### src/rtl/jzjpcc_pc_ras_if.sv
// Fetch-PC / RAS interface: control inputs from fetch/execute and PC outputs for the IMEM path.
// The master modport is the driver of fetch control; the slave modport is the PC block itself.
interface jzjpcc_pc_ras_if #(
    parameter int PC_MAX_B  = 31,
    parameter int RAS_DEPTH = 4
);
    logic                          stall_fetch;
    logic                          redirect_valid;
    logic [PC_MAX_B:2]             redirect_pc;
    logic                          predict_call;
    logic                          predict_return;
    logic [PC_MAX_B:2]             call_target;
    logic                          ras_flush;
    logic [PC_MAX_B:2]             currentPC_fetch;
    logic [PC_MAX_B:2]             nextPC;
    logic                          predicted_return;
    logic [$clog2(RAS_DEPTH):0]    ras_count;

    modport master (
        output stall_fetch, redirect_valid, redirect_pc, predict_call,
               predict_return, call_target, ras_flush,
        input  currentPC_fetch, nextPC, predicted_return, ras_count
    );

    modport slave (
        input  stall_fetch, redirect_valid, redirect_pc, predict_call,
               predict_return, call_target, ras_flush,
        output currentPC_fetch, nextPC, predicted_return, ras_count
    );
endinterface

### src/rtl/jzjpcc_pc_ras.sv
// Fetch-stage PC with configurable reset vector and circular return-address stack.
// The RAS is built only when JZJPCC_RAS_EN is defined; without it, calls still steer to call_target.
module jzjpcc_pc_ras #(
    parameter int PC_MAX_B     = 31,
    parameter int RESET_VECTOR = 0,
    parameter int RAS_DEPTH    = 4
) (
    input logic            clock,
    input logic            reset_n,
    jzjpcc_pc_ras_if.slave bus
);
    localparam int CW = $clog2(RAS_DEPTH) + 1;
    typedef logic [PC_MAX_B:2] pc_t;

    pc_t r_pc;
    pc_t w_seq;
    pc_t w_next;

    assign w_seq = r_pc + pc_t'(1);

`ifdef JZJPCC_RAS_EN
    localparam int AW = $clog2(RAS_DEPTH);
    typedef logic [AW-1:0] idx_t;
    typedef logic [CW-1:0] cnt_t;

    pc_t  r_ras [RAS_DEPTH];
    idx_t r_tp;
    cnt_t r_cnt;
    idx_t w_top_idx;
    logic w_pop;
    logic w_push;
    logic w_upd;
    logic w_pred_ret;

    assign w_top_idx = r_tp - idx_t'(1);
    assign w_pop     = bus.predict_return && (r_cnt != '0);
    assign w_push    = bus.predict_call;
    // Redirects never touch the stack; a flush takes precedence over push/pop.
    assign w_upd     = !bus.stall_fetch && !bus.redirect_valid && !bus.ras_flush;

    always_comb begin
        w_next     = w_seq;
        w_pred_ret = 1'b0;
        if (bus.redirect_valid) begin
            w_next = bus.redirect_pc;
        end else if (w_pop) begin
            w_next     = r_ras[w_top_idx];
            w_pred_ret = 1'b1;
        end else if (bus.predict_call) begin
            w_next = bus.call_target;
        end
    end

    // Entry storage has no reset; validity is tracked entirely by r_cnt.
    always_ff @(posedge clock) begin
        if (w_upd && w_push) begin
            if (w_pop) begin
                r_ras[w_top_idx] <= w_seq;
            end else begin
                r_ras[r_tp] <= w_seq;
            end
        end
    end

    always_ff @(posedge clock or negedge reset_n) begin
        if (!reset_n) begin
            r_tp  <= '0;
            r_cnt <= '0;
        end else if (!bus.stall_fetch && bus.ras_flush) begin
            r_cnt <= '0;
        end else if (w_upd) begin
            if (w_push && !w_pop) begin
                // Full stack wraps onto the oldest entry; count saturates.
                r_tp <= r_tp + idx_t'(1);
                if (r_cnt != cnt_t'(RAS_DEPTH)) begin
                    r_cnt <= r_cnt + cnt_t'(1);
                end
            end else if (w_pop && !w_push) begin
                r_tp  <= w_top_idx;
                r_cnt <= r_cnt - cnt_t'(1);
            end
        end
    end

    assign bus.predicted_return = w_pred_ret;
    assign bus.ras_count        = r_cnt;
`else
    logic w_unused_ok;
    assign w_unused_ok = bus.predict_return ^ bus.ras_flush;

    always_comb begin
        w_next = w_seq;
        if (bus.redirect_valid) begin
            w_next = bus.redirect_pc;
        end else if (bus.predict_call) begin
            w_next = bus.call_target;
        end
    end

    assign bus.predicted_return = 1'b0;
    assign bus.ras_count        = '0;
`endif

    always_ff @(posedge clock or negedge reset_n) begin
        if (!reset_n) begin
            r_pc <= pc_t'(RESET_VECTOR);
        end else if (!bus.stall_fetch) begin
            r_pc <= w_next;
        end
    end

    assign bus.currentPC_fetch = r_pc;
    assign bus.nextPC          = w_next;
endmodule

### src/flat_wrapper.sv
// flat-port wrapper written by rule: the top's interface ports become plain ports
module jzjpcc_pc_ras_flat 
#(
    parameter int PC_MAX_B     = 31,
    parameter int RESET_VECTOR = 0,
    parameter int RAS_DEPTH    = 4
)
  (clock, reset_n, bus_stall_fetch, bus_redirect_valid, bus_redirect_pc, bus_predict_call, bus_predict_return, bus_call_target, bus_ras_flush, bus_currentPC_fetch, bus_nextPC, bus_predicted_return, bus_ras_count);
  jzjpcc_pc_ras_if #(.PC_MAX_B(PC_MAX_B), .RAS_DEPTH(RAS_DEPTH)) bus_i ();
  input logic clock;
  input logic reset_n;
  input wire logic [$bits(bus_i.stall_fetch)-1:0] bus_stall_fetch;
  input wire logic [$bits(bus_i.redirect_valid)-1:0] bus_redirect_valid;
  input wire logic [$bits(bus_i.redirect_pc)-1:0] bus_redirect_pc;
  input wire logic [$bits(bus_i.predict_call)-1:0] bus_predict_call;
  input wire logic [$bits(bus_i.predict_return)-1:0] bus_predict_return;
  input wire logic [$bits(bus_i.call_target)-1:0] bus_call_target;
  input wire logic [$bits(bus_i.ras_flush)-1:0] bus_ras_flush;
  output wire logic [$bits(bus_i.currentPC_fetch)-1:0] bus_currentPC_fetch;
  output wire logic [$bits(bus_i.nextPC)-1:0] bus_nextPC;
  output wire logic [$bits(bus_i.predicted_return)-1:0] bus_predicted_return;
  output wire logic [$bits(bus_i.ras_count)-1:0] bus_ras_count;
  assign bus_i.stall_fetch = bus_stall_fetch;
  assign bus_i.redirect_valid = bus_redirect_valid;
  assign bus_i.redirect_pc = bus_redirect_pc;
  assign bus_i.predict_call = bus_predict_call;
  assign bus_i.predict_return = bus_predict_return;
  assign bus_i.call_target = bus_call_target;
  assign bus_i.ras_flush = bus_ras_flush;
  assign bus_currentPC_fetch = bus_i.currentPC_fetch;
  assign bus_nextPC = bus_i.nextPC;
  assign bus_predicted_return = bus_i.predicted_return;
  assign bus_ras_count = bus_i.ras_count;
  jzjpcc_pc_ras #(.PC_MAX_B(PC_MAX_B), .RESET_VECTOR(RESET_VECTOR), .RAS_DEPTH(RAS_DEPTH)) u_core (.clock(clock), .reset_n(reset_n), .bus(bus_i));
endmodule
### config.mk
export PLATFORM = sky130hd
export DESIGN_NAME = jzjpcc_pc_ras_flat
export DESIGN_NICKNAME = d
export VERILOG_FILES = /design/src/rtl/jzjpcc_pc_ras_if.sv /design/src/rtl/jzjpcc_pc_ras.sv /design/src/flat_wrapper.sv
export SDC_FILE = /design/constraint.sdc
export NUM_CORES = 1
export LEC_CHECK = 0
export BUFFER_PORTS_ARGS = -buffer_cell sky130_fd_sc_hd__buf_4
export CORE_ASPECT_RATIO = 0.75
export CORE_MARGIN = 10
export CORE_UTILIZATION = 50
export CTS_CLUSTER_DIAMETER = 120
export DETAILED_ROUTE_END_ITERATION = 12
export GPL_TIMING_DRIVEN = 0
export PLACE_DENSITY = 0.86
export SYNTH_ARGS = -nofsm -noshare
export SYNTH_HDL_FRONTEND = slang
export SYNTH_SLANG_ARGS = --single-unit
export TNS_END_PERCENT = 5
### constraint.sdc
create_clock -name clock -period 6.09 [get_ports clock]
set_clock_uncertainty 0.15 [all_clocks]
set_input_delay 0.3045 -clock clock [delete_from_list [all_inputs] [get_ports clock]]
set_output_delay 0.3045 -clock clock [all_outputs]
set_load 0.01 [all_outputs]
==> results.md <==
- Post-synth top area share: approximately 29%
- Mux contribution to synthesized area: under 10%
- Full die area: 8600 um^2
- Final Wtd Congestion: 0.894
- IO Port Bufs: around 120
- Leakage: 1.67 nW
- Vias/cell: about 6.0
- DR DRC count: 0
- Power Density: between 200 and 250 nW/um^2
- R2r startpoint: u_core.bus.currentPC_fetch[3]$_DFFE_PN0N_
- Diode count: 0
- Peak VDD IR: 0.000140 V
- CP arrival: between 2000 and 3000 ps
- Asr flop ratio synth: 100%
- Complex-gate fraction of the synthesized area: 29.7%
- Status: finished, final reports clean
- Worst slew pin tran: 731 ps
- Simple-gate portion of the synthesized area: between 10% and 20%
- Vias in the first global route: 3180
- Post-Synth XOR/XNOR Area: 8.98%
- Final setup violation count: 0
- Period utilisation layout: 49.1%
- Largest net degree at the start of global routing: 31
- Critical path capture point type: output port
- Crit path to: bus_nextPC[16]
- Vias: 3189
- R2r worst-path depth: 6
- Final TNS setup: 0 ps
- Critical path startpoint: u_core.bus.currentPC_fetch[3]$_DFFE_PN0N_
- CP Launch Type: flop
- Clock Sinks: 30
- Synth Cell Area: approximately 2600 um^2
- Syn-to-layout area delta: 42.9%
- Grt ovf: 0
- Fin cells: 530
- Initial DRC Count: 237
- Initial Util: 52.9%
- Fmax: 335 MHz
- Fin. Hold Viols: 0
- Synth unique cells: 54
- First-pass GRT wire length: 17.0 mm
- Slew Viols, Final: 0
- Register bit count reported by yosys: 30
- Critical path required time: 5640 ps
- Reg2Reg Setup Slack: 3660 ps
- Commonest cells in the netlist: 42 x a21oi_1, 30 x dfrtp_1, 29 x o21ai_0, 17 x clkbuf_1, 17 x xnor2_1
- Tmin final: 2990 ps
- Worst skew pair latency: 300 ps
- Std-Cell Rows: 22
- CTS tree: built
- Clk slew on worst S/H paths: 70 ps
- Ys flop type: dfrtp_1
- Crit Path Max Fanout: 6
- Synthesized area per cell: 8.15 um^2
- Boundary Pins: 131
- Antenna violations before repair: 0
- Post-DP HPWL: 8.14 mm
- Slew margin rel.: around half
- Root Driver: clkbuf_8
- Adder-Cell Fraction of Synth Area: less than 1%
- Post-CTS Setup Bufs: 0
- Sequential share of the synthesized area: 28.5%
- Number of H-tree levels: 2
- Antenna-violating nets left: 0
- Die height: just over 80 um
- Most frequent cell after synthesis: a21oi_1
- Critical path class: reg2out
- Max reg flops: 30
- DR WL/cell: a little over 20 um
- Final wirelength: 10.7 mm
- R2r endpoint: u_core.bus.currentPC_fetch[20]$_DFFE_PN0N_
- Core area: between 4000 and 5000 um^2
- Cells after Synth: between 300 and 400
- Max-cap violation count: 0
- Worst hold path class: in2reg
- First-pass detailed-route iteration total: 5
- Number of synthesized flops with an enable pin: 0
- Clock buffer count from CTS: 5
- Syn. warnings: 0
- Placed Cells: 521
- Cell taking the most area after synthesis: dfrtp_1
- Largest family of logic cells by synthesized area: compound AO/OA/AOI/OAI gates
- Layout cells sized above 1: 35.6%
- CTS Buffer Depth: 2
- RSZ-0062 raised after global routing: false
- Die X: between 100 and 150 um
- Nets: between 500 and 600
- Global Route Usage Sum: 23.3%
- Area contributors post-synth: dfrtp_1 29%, a21oi_1 8.0%, xnor2_1 5.7%, o21ai_0 5.5%, mux2_2 4.7%
cell usage in the layout (no fill, tap or decap), drive strengths merged, types with 3 or more instances in the layout:
| master | instances |
|---|---|
| buf | 134 |
| a21oi | 42 |
| dfrtp | 30 |
| o21ai | 30 |
| clkbuf | 23 |
| xnor2 | 17 |
| nand3 | 17 |
| nand2 | 16 |
| a22oi | 14 |
| o22ai | 12 |
| mux2 | 11 |
| inv | 11 |
| nor2 | 11 |
| xor2 | 10 |
| and3 | 8 |
| o31a | 8 |
| nand4 | 8 |
| nor3 | 5 |
| and4 | 4 |
| a31oi | 4 |
| o22a | 4 |
| conb | 4 |
| o21a | 3 |
| mux2i | 3 |
| nor3b | 3 |
| a21boi | 3 |
routing by layer:
metal,up-vias,GRT usage [%],wire length [um],share of wire (%)
met5,-,0,0,0
met4,0,4.88,152,1.4
met3,15,7.33,945,8.8
met2,181,36.0,4850,45
met1,1522,30.9,4770,44
li1,1471,-,-,-
power breakdown:
group,internal [mW],switching (mW),leakage [nW]
combinational,0.155,0.154,1.26
clock,0.0908,0.0867,0.0472
sequential,0.227,0.0481,0.359
critical path, stage by stage, from the launching register on:
cell	delay [ps]
dfrtp_1	470
ha_1	320
nand4_1	220
nor3_2	510
nand4_1	250
xor2_1	190
a21oi_1	150
buf_4	140
cell type report:
cell class                 instances  area (um^2)
timing repair buffer             124          933
multi-input combinational        257         1720
clock inverter                     2         12.5
buffer                            28          133
fill                             388         1220
sequential                        30          751
clock buffer                       6         82.6
inverter                          11         41.3
tap                               72         90.1
through the flow:
step	hold slack (ps)	total power, mW	setup WS (ps)	instance area, um^2	utilization [%]
floorplan	-141	0.421	3800	2650	-
global placement	113	0.573	3470	3660	73.4
detailed placement	112	0.582	3470	3660	73.4
CTS	244	0.757	3150	3760	75.5
global route	249	0.802	3020	3760	75.5
finish	253	0.762	3100	3760	75.5
cells by family (layout without fill, tap and decap cells):
family,count (synthesis),after routing
AO/OA/AOI/OAI,128,128
AND/OR/NAND/NOR,83,83
buffers and inverters,39,171
flip-flops,30,30
XOR/XNOR,27,27
multiplexers,14,14
adder cells (fa/ha/maj),1,1
other,1,4
timing repair:
action,CTS,global route
hold buffers,1,0
gates resized for setup,0,0
endpoints found under the hold margin,30,0
setup endpoints to repair,0,0
worst min path at each step:
stage / from / endpoint / depth (start not counted)
floorplan: reset_n / u_core.bus.currentPC_fetch[10]$_DFFE_PN0N_ / 0
global placement: reset_n / u_core.bus.currentPC_fetch[31]$_DFFE_PN0N_ / 1
detailed placement: reset_n / u_core.bus.currentPC_fetch[31]$_DFFE_PN0N_ / 1
CTS: bus_redirect_pc[0] / u_core.bus.currentPC_fetch[2]$_DFFE_PN0N_ / 3
global route: bus_redirect_pc[0] / u_core.bus.currentPC_fetch[2]$_DFFE_PN0N_ / 3
finish: bus_redirect_pc[0] / u_core.bus.currentPC_fetch[2]$_DFFE_PN0N_ / 3
Power figures use the tool's default switching activity.
